===== config.mk =====
export PLATFORM = sky130hd
export DESIGN_NAME = wb_slave_arbiter
export DESIGN_NICKNAME = d
export VERILOG_FILES = /design/src/rtl/wb_arb_pkg.sv /design/src/rtl/wb_arb_timer.sv /design/src/rtl/wb_slave_arbiter.sv
export SDC_FILE = /design/constraint.sdc
export NUM_CORES = 1
export LEC_CHECK = 0
export ABC_CLOCK_PERIOD_IN_PS = 3000
export BUFFER_PORTS_ARGS = -buffer_cell sky130_fd_sc_hd__buf_2
export CORE_MARGIN = 2
export CORE_UTILIZATION = 49
export DETAILED_ROUTE_END_ITERATION = 7
export PLACE_DENSITY = 0.91
export SYNTH_ARGS = -nofsm -noshare
export SYNTH_HDL_FRONTEND = slang
export SYNTH_SLANG_ARGS = --single-unit

===== constraint.sdc =====
create_clock -name wb_clk_i -period 3 [get_ports wb_clk_i]
set_input_delay 0 -clock wb_clk_i [delete_from_list [all_inputs] [get_ports wb_clk_i]]
set_output_delay 0 -clock wb_clk_i [all_outputs]
set_load 0.03 [all_outputs]

===== src/rtl/wb_arb_pkg.sv =====
// Shared types and default address map for the Wishbone slave-select controller.
// The decode helper keeps the window-matching rule (and UART-first priority) in one place.
package wb_arb_pkg;

    // Controller states
    typedef enum logic [1:0] {
        IDLE = 2'd0,
        REQ  = 2'd1,
        RESP = 2'd2
    } arb_state_t;

    // Slave selected for the current cycle
    typedef enum logic [1:0] {
        SLV_UART = 2'd0,
        SLV_BRAM = 2'd1,
        SLV_NONE = 2'd2
    } slv_idx_t;

    // Default user-area address map
    localparam logic [31:0] UART_BASE_DEF = 32'h3000_0000;
    localparam logic [31:0] UART_MASK_DEF = 32'hFFFF_0000;
    localparam logic [31:0] BRAM_BASE_DEF = 32'h3800_0000;
    localparam logic [31:0] BRAM_MASK_DEF = 32'hFFC0_0000;

    // Read data returned with any error response
    localparam logic [31:0] ERR_DATA_DEF  = 32'hDEAD_BEEF;

    // Master request as latched at the start of a cycle
    typedef struct packed {
        logic        we;
        logic [3:0]  sel;
        logic [31:0] adr;
        logic [31:0] dat;
    } wb_req_t;

    // Window decode; UART wins if both windows match
    function automatic slv_idx_t decode_slave(
        input logic [31:0] adr,
        input logic [31:0] uart_base,
        input logic [31:0] uart_mask,
        input logic [31:0] bram_base,
        input logic [31:0] bram_mask
    );
        if ((adr & uart_mask) == uart_base) return SLV_UART;
        if ((adr & bram_mask) == bram_base) return SLV_BRAM;
        return SLV_NONE;
    endfunction

endpackage


===== src/rtl/wb_arb_timer.sv =====
// REQ-phase watchdog for wb_slave_arbiter.
// Present only when WB_ARB_TIMEOUT_EN is defined. 8-bit counter, cleared while
// not waiting on a slave, counting every waiting cycle; expired flags the
// terminal count LIMIT.
`ifdef WB_ARB_TIMEOUT_EN
module wb_arb_timer #(
    parameter int unsigned LIMIT = 254
) (
    input  logic clk,
    input  logic rst_n,
    input  logic clear,
    input  logic enable,
    output logic expired
);

    localparam logic [7:0] LIMIT_Q = 8'(LIMIT);

    logic [7:0] cnt;

    // Count waiting cycles; never wraps because the controller leaves REQ at LIMIT
    always_ff @(posedge clk or negedge rst_n) begin
        if (!rst_n) begin
            cnt <= 8'd0;
        end else if (clear) begin
            cnt <= 8'd0;
        end else if (enable) begin
            cnt <= cnt + 8'd1;
        end
    end

    assign expired = (cnt == LIMIT_Q);

endmodule
`endif


===== src/rtl/wb_slave_arbiter.sv =====
// Registered Wishbone slave-select controller: management SoC port -> UART / BRAM.
// Decodes a master cycle into a slave window, drives that slave from latched
// request signals, and returns exactly one registered ack (with err for unmapped
// addresses or hung slaves).
// Optional feature macro: WB_ARB_TIMEOUT_EN adds the REQ timeout error path;
// without it REQ waits for the slave ack or a master abort.
module wb_slave_arbiter
    import wb_arb_pkg::*;
#(
    parameter logic [31:0] UART_BASE      = UART_BASE_DEF,
    parameter logic [31:0] UART_MASK      = UART_MASK_DEF,
    parameter logic [31:0] BRAM_BASE      = BRAM_BASE_DEF,
    parameter logic [31:0] BRAM_MASK      = BRAM_MASK_DEF,
    parameter int unsigned TIMEOUT_CYCLES = 255,
    parameter logic [31:0] ERR_DATA       = ERR_DATA_DEF
) (
    input  logic        wb_clk_i,
    input  logic        wb_rst_n_i,
    // master side
    input  logic        wbs_cyc_i,
    input  logic        wbs_stb_i,
    input  logic        wbs_we_i,
    input  logic [3:0]  wbs_sel_i,
    input  logic [31:0] wbs_adr_i,
    input  logic [31:0] wbs_dat_i,
    output logic        wbs_ack_o,
    output logic [31:0] wbs_dat_o,
    output logic        err_o,
    output logic        busy_o,
    // shared slave request
    output logic        slv_we_o,
    output logic [3:0]  slv_sel_o,
    output logic [31:0] slv_adr_o,
    output logic [31:0] slv_dat_o,
    // UART
    output logic        uart_cyc_o,
    output logic        uart_stb_o,
    input  logic        uart_ack_i,
    input  logic [31:0] uart_dat_i,
    // BRAM
    output logic        bram_cyc_o,
    output logic        bram_stb_o,
    input  logic        bram_ack_i,
    input  logic [31:0] bram_dat_i
);

    arb_state_t state;
    slv_idx_t   tgt;
    slv_idx_t   hit;
    wb_req_t    req_q;
    logic       uart_req;
    logic       bram_req;
    logic       sel_ack;
    logic [31:0] sel_dat;
    logic       tmo;

    assign hit = decode_slave(wbs_adr_i, UART_BASE, UART_MASK, BRAM_BASE, BRAM_MASK);

    // Route the selected slave's ack/data; the other slave is ignored entirely
    always_comb begin
        sel_ack = 1'b0;
        sel_dat = 32'h0;
        case (tgt)
            SLV_UART: begin
                sel_ack = uart_ack_i;
                sel_dat = uart_dat_i;
            end
            SLV_BRAM: begin
                sel_ack = bram_ack_i;
                sel_dat = bram_dat_i;
            end
            default: ;
        endcase
    end

`ifdef WB_ARB_TIMEOUT_EN
    // Counter sits at zero outside REQ, so entering REQ always starts from 0
    wb_arb_timer #(
        .LIMIT (TIMEOUT_CYCLES - 1)
    ) u_timer (
        .clk     (wb_clk_i),
        .rst_n   (wb_rst_n_i),
        .clear   (state != REQ),
        .enable  (state == REQ),
        .expired (tmo)
    );
`else
    assign tmo = 1'b0;
`endif

    // State machine; in REQ an abort beats a same-cycle ack, which beats a timeout
    always_ff @(posedge wb_clk_i or negedge wb_rst_n_i) begin
        if (!wb_rst_n_i) begin
            state <= IDLE;
            tgt   <= SLV_NONE;
        end else begin
            case (state)
                IDLE: begin
                    if (wbs_cyc_i && wbs_stb_i) begin
                        tgt   <= hit;
                        state <= (hit == SLV_NONE) ? RESP : REQ;
                    end
                end
                REQ: begin
                    if (!wbs_cyc_i) begin
                        state <= IDLE;
                    end else if (sel_ack || tmo) begin
                        state <= RESP;
                    end
                end
                default: state <= IDLE;
            endcase
        end
    end

    // Latch the master request once per cycle; slaves see only the latched copy
    always_ff @(posedge wb_clk_i or negedge wb_rst_n_i) begin
        if (!wb_rst_n_i) begin
            req_q <= '0;
        end else if (state == IDLE && wbs_cyc_i && wbs_stb_i) begin
            req_q <= '{we: wbs_we_i, sel: wbs_sel_i, adr: wbs_adr_i, dat: wbs_dat_i};
        end
    end

    // Slave cyc/stb: raised on a window hit, dropped on ack, abort or timeout
    always_ff @(posedge wb_clk_i or negedge wb_rst_n_i) begin
        if (!wb_rst_n_i) begin
            uart_req <= 1'b0;
            bram_req <= 1'b0;
        end else if (state == IDLE) begin
            uart_req <= wbs_cyc_i && wbs_stb_i && (hit == SLV_UART);
            bram_req <= wbs_cyc_i && wbs_stb_i && (hit == SLV_BRAM);
        end else if (state == REQ && (!wbs_cyc_i || sel_ack || tmo)) begin
            uart_req <= 1'b0;
            bram_req <= 1'b0;
        end
    end

    // Master response: one-cycle ack/err, data held until the next response
    always_ff @(posedge wb_clk_i or negedge wb_rst_n_i) begin
        if (!wb_rst_n_i) begin
            wbs_ack_o <= 1'b0;
            err_o     <= 1'b0;
            wbs_dat_o <= 32'h0;
        end else begin
            wbs_ack_o <= 1'b0;
            err_o     <= 1'b0;
            case (state)
                IDLE: begin
                    if (wbs_cyc_i && wbs_stb_i && hit == SLV_NONE) begin
                        wbs_ack_o <= 1'b1;
                        err_o     <= 1'b1;
                        wbs_dat_o <= ERR_DATA;
                    end
                end
                REQ: begin
                    if (!wbs_cyc_i) begin
                        // abort: no response at all
                    end else if (sel_ack) begin
                        wbs_ack_o <= 1'b1;
                        wbs_dat_o <= req_q.we ? 32'h0 : sel_dat;
                    end else if (tmo) begin
                        wbs_ack_o <= 1'b1;
                        err_o     <= 1'b1;
                        wbs_dat_o <= ERR_DATA;
                    end
                end
                default: ;
            endcase
        end
    end

    assign busy_o     = (state != IDLE);
    assign slv_we_o   = req_q.we;
    assign slv_sel_o  = req_q.sel;
    assign slv_adr_o  = req_q.adr;
    assign slv_dat_o  = req_q.dat;
    assign uart_cyc_o = uart_req;
    assign uart_stb_o = uart_req;
    assign bram_cyc_o = bram_req;
    assign bram_stb_o = bram_req;

endmodule


Word level (Yosys, flattened, before mapping)
Index checks and enable logic that the tools add are counted.

storage, ports and cells
  output and inout port bits = 108
  input port bits = 139
  register bits after elaboration = 109

cells by class
  reductions and logical operators = 18
  equality and inequality tests = 11
  multiplexer cells = 27

operator list
  operator                                               number
  2-to-1 mux 32 bit                                      4
  case mux 32 bit (2 select lines)                       2
  equality test 16 x 14 -> 1 bit, second input constant  1
  2-to-1 mux 2 bit                                       8
  equality test 10 x 8 -> 1 bit, second input constant   1
  2-to-1 mux 1 bit                                       10
  logical AND 1 bit                                      7
  equality test 2 x 1 -> 1 bit, second input constant    3
  logical NOT 2 bit                                      3
  != test 2 bit, second input constant                   3
  nonzero test 2 bit                                     3
  case mux 1 bit (2 select lines)                        2
  case mux 2 bit (2 select lines)                        1
  AND reduction 2 bit                                    2
  AND reduction 4 bit                                    1
  != test 3 bit, second input constant                   1
  equality test 2 bit, second input constant             1
  != test 2 x 1 -> 1 bit, second input constant          1
  logical NOT 1 bit                                      1
  logical OR 1 bit                                       1

Longest topological paths before layout
  word-level depth = 9
  mapped depth = 7
  gate-level depth less buffers = 4

Worst setup path before layout
OpenSTA, ideal clock, no wires.

  path kind = register -> register
  start = reg tgt[0]
  end = reg wbs_dat_o[11]
  slack = 1.298 ns
  cell stages (with the launch flop) = 7
  clock period less this slack = 1.702 ns
  required time = 2.876 ns
  data arrival time = 1.578 ns
  path through = dfrtp_1 buf_4 mux2i_1 or3_4 buf_6 buf_2 a211o_1

on the way
  word-level cells in the longest chain between the ends = 6
  elaborated cells on any way between the ends = 10
  those cells by class = 2 x eq/ne; 6 x mux; 2 x reduce/logical

ends and longest elaborated chain
  item                                                               RTL line                 source
  start: declaration                                                 wb_slave_arbiter.sv:48   slv_idx_t tgt;
  start signal: assignment                                           wb_slave_arbiter.sv:100  tgt <= hit;
  equality test 2 x 1 -> 1 bit or logical NOT 2 bit (tied branches)  wb_slave_arbiter.sv:63   case (tgt)
  case mux 32 bit (2 select lines)                                   wb_slave_arbiter.sv:63
  2-to-1 mux 32 bit                                                  wb_slave_arbiter.sv:161  wbs_dat_o <= req_q.we ? 32'h0 : sel_dat;
  2-to-1 mux 32 bit                                                  wb_slave_arbiter.sv:159  end else if (sel_ack) begin
  2-to-1 mux 32 bit                                                  wb_slave_arbiter.sv:157  if (!wbs_cyc_i) begin
  case mux 32 bit (2 select lines)                                   wb_slave_arbiter.sv:148  case (state)
  end signal: assignment                                             wb_slave_arbiter.sv:161
  end: declaration                                                   wb_slave_arbiter.sv:27   output logic [31:0] wbs_dat_o,

Parallel ways exist; a longest one is shown, timed or not. The select of a mux whose other input is x is not followed.
A chain may end at the register's enable or synchronous reset.

Worst setup path in the final report
  start = reg tgt[1]
  end = reg wbs_dat_o[30]

Same word-level chain as after synthesis.

==> flow_summary.yaml <==
outcome:
  outcome: "finished, final reports clean"
critical_path:
  critPathMaxFanout: 66
  start_kind: "flip-flop"
  path_class: "flip-flop to flip-flop"
  slowest_delay_ns: 0.87
  arrival_ns: 2.33
  r2r_cells: 3
  reg2reg_slack_ns: 0.91
  cp_cell_sequence: "or3_4 -> nor4_1 -> a211o_1"
  cp_num_buf_inv: 0
  cp_top_family: "flip-flops"
  crit_path_end_kind: "flip-flop"
  cp.depth: 3
  r2r-end: "wbs_dat_o[30]"
  timing.rr.start: "tgt[1]"
  critical-path-slowest-cell: "dfstp_2"
  required_ns: 3.23
clock_tree:
  htreeDepth: 3
  clk_pin_slew_ns: 0.09
  cts_resized: 0
  clock_path_buffers: 2
  cts_buffers: 9
  hold_buffers: 70
  clkLatencyLatePin_ns: 0.36
  post_cts_buffers: 0
  clock-sinks: 109
  cts-root-buf: "clkbuf_8"
  tritoncts: "done"
drt:
  postRouteAntennaNets: 0
  wl_per_cell_um: 17.1
  viasPerCell: 5.26
  vias: 4835
  dr.pass1.iters: 5
  wl_mm: 15.7
  drc: 0
  drtIter0Drc: 193
timing:
  setup_viol: 0
  finalHoldViolCount: 0
  tightest_slew_ns: 0.919
  whs_ns: 0.0189
  maxSlewViolCount: 0
  fin_skew_ns: 0.0144
  fin_crit_sh_pct: 69.8
  setup_tns_ns: 0
  rsz0062_at_grt: "no"
  fmax_mhz: 478
  max_slew_margin_pct: 38.8
  fin_crit_ns: 2.09
die:
  num_rows: 35
  die_w_um: 102
  start_util_pct: 50.7
  core_um2: 9240
  die-area_um2: 10400
  ioPinCount: 247
  die_y_um: 102
global_routing:
  antenna_found_initial: 0
  track_usage_pct: 29.7
  grt_start_max_net_pins: 67
  overflow: 0
  grt_pass1_vias: 4933
  grt_pass1_wl_mm: 23.9
power:
  p_int_uw: 2290
  p_seq_share_pct: 49.9
  comb_power_share_pct: 25.4
  p_leak_uw: 0.00348
  power_density_nw_per_um2: 508
  p_total_uw: 3480
  swShare_pct: 34.2
  irDropWorstVdd_mv: 0.391
  clkPwrFrac_pct: 24.7
  p_switching_uw: 1190
logic_synthesis:
  synth_flop_cell: "dfrtp_1"
  yosysTopAreaCell: "dfrtp_1"
  synthTopCellsByArea: "dfrtp_1 58%, nand2_1 18%, mux2i_1 5.3%, a211o_1 4.5%, nor4_1 3.3%"
  async_reset_ff_share_pct: 100
  syn_inst: 490
  ys_seq_elements: 109
  synth.top_cell.area_share_pct: 57.7
  yosysMostFrequentCell: "nand2_1"
  netlist_area_um2: 4680
  synth_seq_area_share_pct: 58.3
  syn_avg_cell_area_um2: 9.56
  ys_types: 28
  synth_edf_count: 0
  synthTopCellsByCount: "224 x nand2_1, 108 x dfrtp_1, 25 x mux2i_1, 25 x nor4_1, 24 x a211o_1"
  synth_nets: 629
  yosysWarnings: 0
worst_hold_path:
  holdPathStages: 3
  min_to: "state[0]"
  hp-start: "wbs_cyc_i"
  min_path_type: "input port to flip-flop"
finish:
  area_growth_pct: 46.2
  design_area_um2: 6850
  final_net_count: 924
  utilization_pct: 74.1
  drive_above_1_share_pct: 35.8
  diodes: 0
placed_design:
  dp_hpwl_mm: 9.89
  place_congestion: 0.868
  placed_area_um2: 5950
  io_buffers: 246
flow_run:
  drv_cap: 0
[logic make-up (layout without fill, tap and decap cells)]
family                 Yosys count  in the layout  synth area share (%)
AOI/OAI and AO/OA               41             41                  6.76
buffers and inverters           42            342                  4.17
DFF                            109            109                  58.3
muxes                           33             33                  7.27
and+or+nand+nor                265            265                  23.5
[sequential cells by signal, summed over array words and instances (netlist names)]
| register | flops |
|---|---|
| slv_we_o | 1 |
| slv_dat_o | 32 |
| slv_adr_o | 32 |
| wbs_ack_o | 1 |
| err_o | 1 |
| bram_cyc_o | 1 |
| tgt | 2 |
| state | 2 |
| wbs_dat_o | 32 |
| slv_sel_o | 4 |
| uart_cyc_o | 1 |
[stage by stage]
stage,setup WS (ns),cells
final,0.906,919
after CTS,0.913,919
after global routing,0.766,919
after detailed placement,0.924,833
after floorplan,1.30,490
after global placement,1.04,833
[worst max-delay path by stage]
stage,slack [ns],to,from
after floorplan,1.30,wbs_dat_o[11],tgt[0]
after global placement,1.04,wbs_dat_o[6],tgt[1]
after detailed placement,0.92,wbs_dat_o[30],tgt[1]
after CTS,0.91,wbs_dat_o[30],tgt[1]
after global routing,0.77,wbs_dat_o[27],tgt[1]
final,0.91,wbs_dat_o[30],tgt[1]
[metal layers]
metal | vias to the layer above | global-route usage, % | share of wire [%]
li1 | 2210 | - | -
met1 | 2306 | 33.3 | 37
met2 | 259 | 52.5 | 51
met3 | 60 | 7.32 | 8.0
met4 | 0 | 14.4 | 4.2
met5 | - | 0 | 0
[layout by cell type, fill, tap and decap left out]
cell type | Yosys | routed
clkinv_2 | 0 | 1
or3_4 | 1 | 1
nand3_2 | 0 | 1
a21oi_1 | 2 | 2
o21a_1 | 2 | 2
o22ai_1 | 11 | 11
clkbuf_8 | 0 | 12
inv_1 | 4 | 4
or2_2 | 1 | 1
nand2_1 | 224 | 224
buf_4 | 3 | 7
mux2_2 | 8 | 8
a211o_1 | 24 | 24
dfstp_2 | 1 | 1
buf_2 | 9 | 245
dfrtp_2 | 0 | 1
clkinv_4 | 0 | 1
a21o_1 | 1 | 1
mux2i_1 | 25 | 25
nand2b_1 | 2 | 2
nor4_1 | 25 | 25
nor3_1 | 1 | 1
nand3_1 | 3 | 2
dfrtp_1 | 108 | 107
dlygate4sd3_1 | 0 | 70
o21ai_0 | 1 | 1
clkinvlp_4 | 0 | 1
inv_6 | 0 | 1
nor2_1 | 4 | 4
and3_2 | 0 | 1
nand3b_1 | 1 | 1
nor4bb_1 | 1 | 1
nor4b_2 | 1 | 1
[final cells by class]
type,instances,area [um2]
Fill cell,601,2390
Clock buffer,12,165
Clock inverter,4,30.0
Inverter,4,15.0
Multi-Input combinational cell,339,1760
Timing Repair Buffer,322,1980
Tap cell,129,161
Sequential cell,109,2730
[power groups by stage]
stage | clock network [uW] | logic, uW | registers (uW)
2_1_floorplan | 0 | 202 | 2000
3_3_place_gp | 0 | 770 | 1740
3_5_place_dp | 0 | 796 | 1750
4_1_cts | 882 | 866 | 1720
5_1_grt | 940 | 945 | 1750
6_report | 861 | 885 | 1730
[worst register-to-register path, stage by stage, from the launching register on]
cell	delay, ns
dfstp_2	0.87
or3_4	0.66
nor4_1	0.14
a211o_1	0.31
(Power assumes the default switching activity.)
